### src/rtl/fetch_unit.sv
// Instruction fetch stage: owns the PC, drives a 1-cycle-latency instruction ROM,
// buffers returns in a 2-entry FIFO with valid/ready handoff, applies redirects and halts.
module fetch_unit #(
   parameter int                 PC_W       = 8,
   parameter int                 INSTR_W    = 9,
   parameter logic [INSTR_W-1:0] HALT_INSTR = 9'b101100100
) (
   input  logic               i_clk,
   input  logic               i_start,
   output logic               o_imem_en,
   output logic [PC_W-1:0]    o_imem_addr,
   input  logic [INSTR_W-1:0] i_imem_data,
   output logic [INSTR_W-1:0] o_instr,
   output logic [PC_W-1:0]    o_instr_pc,
   output logic               o_instr_valid,
   input  logic               i_instr_ready,
   input  logic               i_redirect,
   input  logic [PC_W-1:0]    i_redirect_offset,
   output logic               o_done
);

   typedef enum logic {
      S_RUN,
      S_HALTED
   } state_t;

   state_t             r_state;
   state_t             w_state_nxt;
   logic [PC_W-1:0]    r_fetch_pc;
   logic               r_ifl;
   logic [PC_W-1:0]    r_ifl_pc;
   logic [INSTR_W-1:0] r_fifo_instr [2];
   logic [PC_W-1:0]    r_fifo_pc    [2];
   logic [1:0]         r_cnt;

   logic               w_pop;
   logic               w_push;
   logic               w_halt_take;
   logic               w_redir_take;
   logic               w_flush;
   logic               w_issue;
   logic [2:0]         w_used;
   logic [2:0]         w_limit;

   assign o_instr       = r_fifo_instr[0];
   assign o_instr_pc    = r_fifo_pc[0];
   assign o_instr_valid = (r_state == S_RUN) && (r_cnt != 2'd0);
   assign o_done        = (r_state == S_HALTED);
   assign o_imem_addr   = r_fetch_pc;
   assign o_imem_en     = w_issue;

   // A read is in flight exactly one cycle, so the in-flight flag doubles as the push strobe.
   assign w_push = r_ifl;

   always_comb begin
      w_state_nxt  = r_state;
      w_pop        = o_instr_valid && i_instr_ready;
      w_halt_take  = w_pop && (r_fifo_instr[0] == HALT_INSTR);
      w_redir_take = w_pop && i_redirect && !w_halt_take;
      w_flush      = w_halt_take || w_redir_take;
      w_used       = {1'b0, r_cnt} + {2'b00, r_ifl};
      w_limit      = 3'd2 + {2'b00, w_pop};
      // Credit check: buffered + in-flight, less the entry leaving now, must stay below 2.
      w_issue      = (r_state == S_RUN) && !w_flush && !i_start && (w_used < w_limit);
      if (r_state == S_RUN && w_halt_take) begin
         w_state_nxt = S_HALTED;
      end
   end

   always_ff @(posedge i_clk) begin
      if (i_start) begin
         r_state    <= S_RUN;
         r_fetch_pc <= '0;
         r_ifl      <= 1'b0;
         r_ifl_pc   <= '0;
         r_cnt      <= 2'd0;
         // NOTE: the FIFO entries are reset because the head entry drives o_instr/o_instr_pc,
         // which must read zero straight out of reset.
         for (int i = 0; i < 2; i++) begin
            r_fifo_instr[i] <= '0;
            r_fifo_pc[i]    <= '0;
         end
      end else begin
         r_state <= w_state_nxt;
         r_ifl   <= w_issue;
         if (w_issue) begin
            r_ifl_pc   <= r_fetch_pc;
            r_fetch_pc <= r_fetch_pc + PC_W'(1);
         end else if (w_redir_take) begin
            r_fetch_pc <= o_instr_pc + i_redirect_offset;
         end

         if (w_flush) begin
            r_cnt <= 2'd0;
         end else begin
            case ({w_push, w_pop})
               2'b10: begin
                  if (r_cnt == 2'd0) begin
                     r_fifo_instr[0] <= i_imem_data;
                     r_fifo_pc[0]    <= r_ifl_pc;
                  end else begin
                     r_fifo_instr[1] <= i_imem_data;
                     r_fifo_pc[1]    <= r_ifl_pc;
                  end
                  r_cnt <= r_cnt + 2'd1;
               end
               2'b01: begin
                  r_fifo_instr[0] <= r_fifo_instr[1];
                  r_fifo_pc[0]    <= r_fifo_pc[1];
                  r_cnt           <= r_cnt - 2'd1;
               end
               2'b11: begin
                  if (r_cnt == 2'd1) begin
                     r_fifo_instr[0] <= i_imem_data;
                     r_fifo_pc[0]    <= r_ifl_pc;
                  end else begin
                     r_fifo_instr[0] <= r_fifo_instr[1];
                     r_fifo_pc[0]    <= r_fifo_pc[1];
                     r_fifo_instr[1] <= i_imem_data;
                     r_fifo_pc[1]    <= r_ifl_pc;
                  end
               end
               default: ;
            endcase
         end
      end
   end

endmodule

### config.mk
export PLATFORM = sky130hd
export DESIGN_NAME = fetch_unit
export DESIGN_NICKNAME = d
export VERILOG_FILES = /design/src/rtl/fetch_unit.sv
export SDC_FILE = /design/constraint.sdc
export NUM_CORES = 1
export LEC_CHECK = 0
export BUFFER_PORTS_ARGS = -buffer_cell sky130_fd_sc_hd__buf_2
export CAP_MARGIN = 10
export CORE_AREA = 3 3 81 83
export DETAILED_ROUTE_END_ITERATION = 10
export DIE_AREA = 0 0 84 86
export GPL_ROUTABILITY_DRIVEN = 1
export HOLD_SLACK_MARGIN = 0.08
export PLACE_DENSITY = 0.7
export SYNTH_ARGS = -nofsm -noshare
export SYNTH_HDL_FRONTEND = slang
export SYNTH_SLANG_ARGS = --single-unit
### constraint.sdc
create_clock -name i_clk -period 3.6 [get_ports i_clk]
set_clock_uncertainty 0.05 [all_clocks]
set_input_delay 0 -clock i_clk [delete_from_list [all_inputs] [get_ports i_clk]]
set_output_delay 0 -clock i_clk [all_outputs]
set_load 0.01 [all_outputs]
==> run metrics, run 1 <==
status=finished, final reports clean; cells after synthesis=272; Syn Nets=309; Final setup viols=0; # nets final=355; Max-slew headroom=0.3335; NetSw=924.7 uW; fin area=3293 um^2; share of the synthesized area in the top cell type=0.3532; highest clock rate=0.3495 GHz; MaxCap Viol Count=0; TritonCTS clock tree=done; Rows=28; Synth async-reset ratio=0; Pint=1.470 mW; Post-synth top cells=edfxtp_1, dfxtp_1, nand2_1, nor2_1; sequential share of power=0.450; cts bufs inserted=5; DRT met1 WL=2.620 mm; diode count=0; core area=5921 um^2; post-route ant nets=0; VDD IR max=0.0003726 V; vias in the first global route=2036; Critical R2R Capture=r_fifo_instr[0][6]; clock root cell=clkbuf_8; H-tree depth=2; Vias per Instance=5.249; Power Dens Cells=727.2 nW/um^2; most used cell, CP=ha_1; worst reg2reg path startpoint=r_cnt[0]; crit path from=r_cnt[0]; worst path required time=3570 ps; CTS Sinks=54; antenna violations before repair=0; EDFF count, synth=34; largest net degree at the start of global routing=23; Die Ht=86 um; starting utilization of the core area=0.4882; gpl congestion=0.8619; fin. max-slew vios=0; R2R Setup Slk=740 ps; Die X=84 um; Clk pwr share=0.145; Starting DRT DRC Count=133; Worst path slowest cell=o21ai_1; Final min period=2862 ps; Ys Warns=0; CTS Buffer Depth=2; drt pass-1 iters=4; CTS resizes=0; critical-path maximum fanout=9; Comb pwr share=0.405; area grow syn2layout=13.94%; CP endpoint kind=flop; WL/cell=14.40 um; CP max stage delay=640 ps; proportion of layout cells with a drive suffix above 1=0.2194; sw frac=0.3861; routed via count=2068; DP Area=3082 um^2; worst reg-to-reg path cell count=7; Yosys reg bits=54; GRT Total Usage=0.1673; # DRC=0; sequential cell area fraction in the yosys report=0.4918; global-route wire length before repair=9.611 mm; total grt overflow=0; dpl hpwl=4.101 mm; full die area=7224 um^2; count of cell types in the netlist=48; critical path class=flop to flop; Routed WL=5.672 mm; Most used DFF post-synth=edfxtp_1; Worst-Margin Slew=996.1 ps; RSZ-0062 raised after global routing=false; Yosys top cell by area=edfxtp_1; period utilisation layout=0.7949; worst min path class=primary input to flop; Top Metal Used=met4; Reg clk slew, reported paths=100 ps; cell breakdown of the critical path=inv_1 > ha_1 > nor3b_2 > ha_1 > nor2_1 > o21ai_1 > buf_4; DR WL met2=2.617 mm; Post-Syn Area per Cell=10.63 um^2; Skew-Pair Late Insertion Delay=310 ps; Worst Setup EP=r_fifo_instr[0][6]; Leakage=1.398 nW; Netlist Area Pre-Place=2890 um^2; I/O pins=49; WP data arrival=2830 ps; Area contributors post-synth=edfxtp_1, dfxtp_1, ha_1; metal3 WL=337 um; top-count cell post-synth=edfxtp_1; TNS Setup=0 ps; final hold vios=0; CP Launch Type=flop; # port buffers=48
## cell families (layout without fill, tap and decap cells)
| logic type | after synthesis | in the layout | synth area share |
|---|---|---|---|
| AO/OA/AOI/OAI | 63 | 63 | 0.1554 |
| multiplexers | 1 | 1 | 0.003463 |
| buffers and inverters | 40 | 87 | 0.08051 |
| adder cells (fa/ha/maj) | 16 | 16 | 0.07186 |
| flip-flops | 54 | 54 | 0.4918 |
| AND/OR/NAND/NOR | 91 | 91 | 0.1757 |
| XOR/XNOR | 7 | 7 | 0.02121 |
## per-stage QoR
step                      hold WS [ps]  total power, mW  setup slack (ps)  utilization  cells
final                            149.2            2.395             738.5       0.5562    394
after floorplan                  148.2            1.835             483.9            -    272
after global routing             188.7            2.592             399.4       0.5562    394
after detailed placement         250.8            2.051             745.3       0.5205    374
after CTS                        138.3            2.415             714.1       0.5562    394
after global placement           247.9            2.038             874.5       0.5205    374
## power by group through the flow
stage               clock [mW]  sequential [mW]  combinational [mW]
floorplan                    0             1.06               0.775
global placement             0             1.09               0.948
finish                   0.348             1.08               0.970
detailed placement           0             1.09               0.960
CTS                      0.361             1.08               0.977
global route             0.383             1.11                1.10
## worst max-delay path, delay by kind of cell, from the launching register on
| family | cells | cell delay (ps) |
|---|---|---|
| fa+ha+maj | 2 | 640 |
| compound gates | 1 | 640 |
| buf+inv | 2 | 360 |
| simple gates | 2 | 470 |
| flops | 1 | 410 |
## flip-flops by register name, indices dropped and copies added (netlist names)
name	count
r_fifo_instr	18
o_imem_addr	8
o_done	1
r_ifl	1
r_cnt	2
r_fifo_pc	16
r_ifl_pc	8
## layer usage
metal / vias to the layer above / track usage
li1: 1060 / -
met1: 942 / 0.2128
met2: 56 / 0.2748
met3: 10 / 0.04803
met4: 0 / 0.05702
met5: - / 0
## cell type report
| class | count | area [um^2] |
|---|---|---|
| multi-input combinational | 178 | 1236 |
| fill | 524 | 2628 |
| clock inverter | 3 | 22.52 |
| inverter | 14 | 52.55 |
| clock buffer | 5 | 68.82 |
| timing repair buffer | 65 | 397.9 |
| sequential | 54 | 1421 |
| tap | 75 | 93.84 |
## what timing repair did
action	in CTS	in global routing
endpoints found under the hold margin	24	0
setup buffers	0	0
hold buffers	12	0
## layout by cell type, fill, tap and decap left out, drive strengths merged, types with 6 or more instances in the layout
master / n
buf: 53
edfxtp: 34
dfxtp: 20
nand2: 18
nor2: 18
and2: 17
a21oi: 17
a22o: 16
inv: 16
ha: 15
dlygate4sd3: 12
o21ai: 10
nand3b: 7
nand3: 6
a211oi: 6
## worst min path at each step
stage / startpoint / endpoint / slack, ps / cells past startpoint
6_report: i_redirect_offset[5] / o_imem_addr[5] / 150 / 5
5_1_grt: i_redirect_offset[5] / o_imem_addr[5] / 190 / 5
4_1_cts: i_redirect_offset[5] / o_imem_addr[5] / 140 / 5
3_5_place_dp: i_imem_data[3] / r_fifo_instr[0][12] / 250 / 2
3_3_place_gp: i_imem_data[6] / r_fifo_instr[0][15] / 250 / 2
2_1_floorplan: i_imem_data[1] / r_fifo_instr[0][10] / 150 / 1
Power figures use the tool's default switching activity.
==> run 2, diff against run 1 <==
--- a/config.mk
+++ b/config.mk
@@ -12,7 +12,7 @@
 export DIE_AREA = 0 0 84 86
 export GPL_ROUTABILITY_DRIVEN = 1
 export HOLD_SLACK_MARGIN = 0.08
-export PLACE_DENSITY = 0.7
+export PLACE_DENSITY = 0.73
 export SYNTH_ARGS = -nofsm -noshare
 export SYNTH_HDL_FRONTEND = slang
 export SYNTH_SLANG_ARGS = --single-unit
==> constraint.sdc (replaced) <==
create_clock -name i_clk -period 2.6 [get_ports i_clk]
set_clock_uncertainty 0.05 [all_clocks]
set_input_delay 0 -clock i_clk [delete_from_list [all_inputs] [get_ports i_clk]]
set_output_delay 0 -clock i_clk [all_outputs]
set_load 0.01 [all_outputs]
==> run 2 against run 1 <==
Effect of this change: first-iteration DRC count decreased by 4.5%; total power up 44%; non-clock buffer count increased by 5; flip-flop and latch count unchanged; critical path type unchanged; largest power group unchanged.
==> run metrics, run 2 (same netlist as run 1, synthesis figures left out) <==
status=finished, final reports clean; CP endpoint kind=flop; Vias per Instance=5.298 (+0.94%); Starting DRT DRC Count=127 (-4.5%); GRT Total Usage=0.1673 (about the same); WP data arrival=2460 ps (-370 ps); WL/cell=14.59 um (+1.3%); DP Area=3134 um^2 (+1.7%); total grt overflow=0 (unchanged); # DRC=0 (unchanged); max reg flops=18 (unchanged); final hold slack=114.2 ps (-34.95 ps); antenna violations before repair=0 (unchanged); biggest regs=r_fifo_instr (18), r_fifo_pc (16); starting utilization of the core area=0.4882 (unchanged); most common cell after layout, fill and taps aside=buf_2; worst path required time=2600 ps (-970 ps); global-route wire length before repair=9.915 mm (+3.2%); clock root cell=clkbuf_8; MaxCap Viol Count=0 (unchanged); period utilisation layout=0.9448 (+0.1499); Leakage=1.431 nW (+2.3%); drt pass-1 iters=4 (unchanged); Final min period=2457 ps (-405.0 ps); Max-slew headroom=0.5606 (+0.2272); Reg with most FFs=r_fifo_instr; fin area=3366 um^2 (+2.2%); # nets final=360 (+1.4%); VDD IR max=0.0005075 V (+36%); I/O pins=49 (unchanged); routed via count=2114 (+2.2%); Die Ht=86 um (unchanged); diode count=0 (unchanged); core area=5921 um^2 (unchanged); Power Dens Cells=1024 nW/um^2 (+41%); core occupancy in the finished layout=0.5685 (+0.01226); Worst-Margin Slew=658.3 ps (-337.8 ps); Skew-Pair Late Insertion Delay=300 ps (about the same); area grow syn2layout=16.45%; Rows=28 (unchanged); Final setup viols=0 (unchanged); # port buffers=48 (unchanged); CTS Sinks=54 (unchanged); highest clock rate=0.4071 GHz (+16%); CTS Buffer Depth=2 (unchanged); largest net degree at the start of global routing=23 (unchanged); vias in the first global route=2047 (+0.54%); RSZ-0062 raised after global routing=false; H-tree depth=2 (unchanged); final hold vios=0 (unchanged); dpl hpwl=4.204 mm (+2.5%); post-CTS setup buffers=0 (unchanged); Die X=84 um (unchanged); gpl congestion=0.8440 (-2.1%); cts bufs inserted=5 (unchanged); post-route ant nets=0 (unchanged); critical path class=flop to flop; Routed WL=5.820 mm (+2.6%); Reg clk slew, reported paths=90 ps (about the same); proportion of layout cells with a drive suffix above 1=0.2469 (+0.02748); most frequent cells in the layout=buf_2, edfxtp_1, dfxtp_1; fin. max-slew vios=0 (unchanged); TritonCTS clock tree=done; full die area=7224 um^2 (unchanged); worst min path class=primary input to flop; CP Launch Type=flop; critical-path maximum fanout=6 (-3)
==> run 2: timing repair <==
| action | 4_1_cts | 5_1_grt |
|---|---|---|
| hold endpoints to repair | 23 | 0 |
| gates resized for setup | 2 | 3 |
| endpoints found under the setup margin | 33 | 36 |
| hold buffers | 11 | 0 |
==> run 2: final timing paths <==
kind,depth (start not counted),slack [ps],endpoint,startpoint
worst max register to register,9,140,r_fifo_pc[0][6],r_cnt[1]
worst max-delay path,9,140,r_fifo_pc[0][6],r_cnt[1]
worst min register to register,2,440,r_ifl_pc[0],r_ifl_pc[0]
worst min-delay path,5,110,o_imem_addr[6],i_redirect_offset[6]
==> run 2: layout make-up <==
class,instances,area [um^2]
clock buffer,6,72.57
multi-input combinational,178,1259
fill,508,2555
sequential,54,1421
timing repair buffer,70,432.9
tap,75,93.84
clock inverter,2,33.78
inverter,14,52.55
==> run 2: critical path, stage by stage, from the launching register on <==
cell,delay [ps]
dfxtp_1,320
inv_1,100
ha_2,270
nor3b_4,80
and4_4,160
or3_1,450
buf_4,200
a211oi_4,240
mux2i_1,280
nor3_2,60
==> run 2: metal layers <==
metal  routed length (um)  GRT usage  vias to the layer above
li1                     -          -                     1071
met5                    0          0                        -
met4                   57    0.03509                        0
met2                 2789     0.2878                       46
met1                 2762     0.2208                      991
met3                  211    0.03266                        6
==> run 2: through the flow <==
stage | TNS, ps | total power, mW | worst slack [ps] | instances
2_1_floorplan | 0 | 2.544 | 260.6 | 272
3_3_place_gp | 0 | 2.845 | 25.12 | 380
3_5_place_dp | -2085 | 2.883 | -142.7 | 380
4_1_cts | 0 | 3.456 | 51.18 | 399
5_1_grt | 0 | 3.707 | 7.275 | 399
6_report | 0 | 3.448 | 143.5 | 399
==> run 2: report_power, final <==
part           leakage, nW  internal (mW)  switching, mW
Sequential           0.526           1.27          0.220
Clock               0.0528          0.285          0.260
Combinational        0.852          0.601          0.809
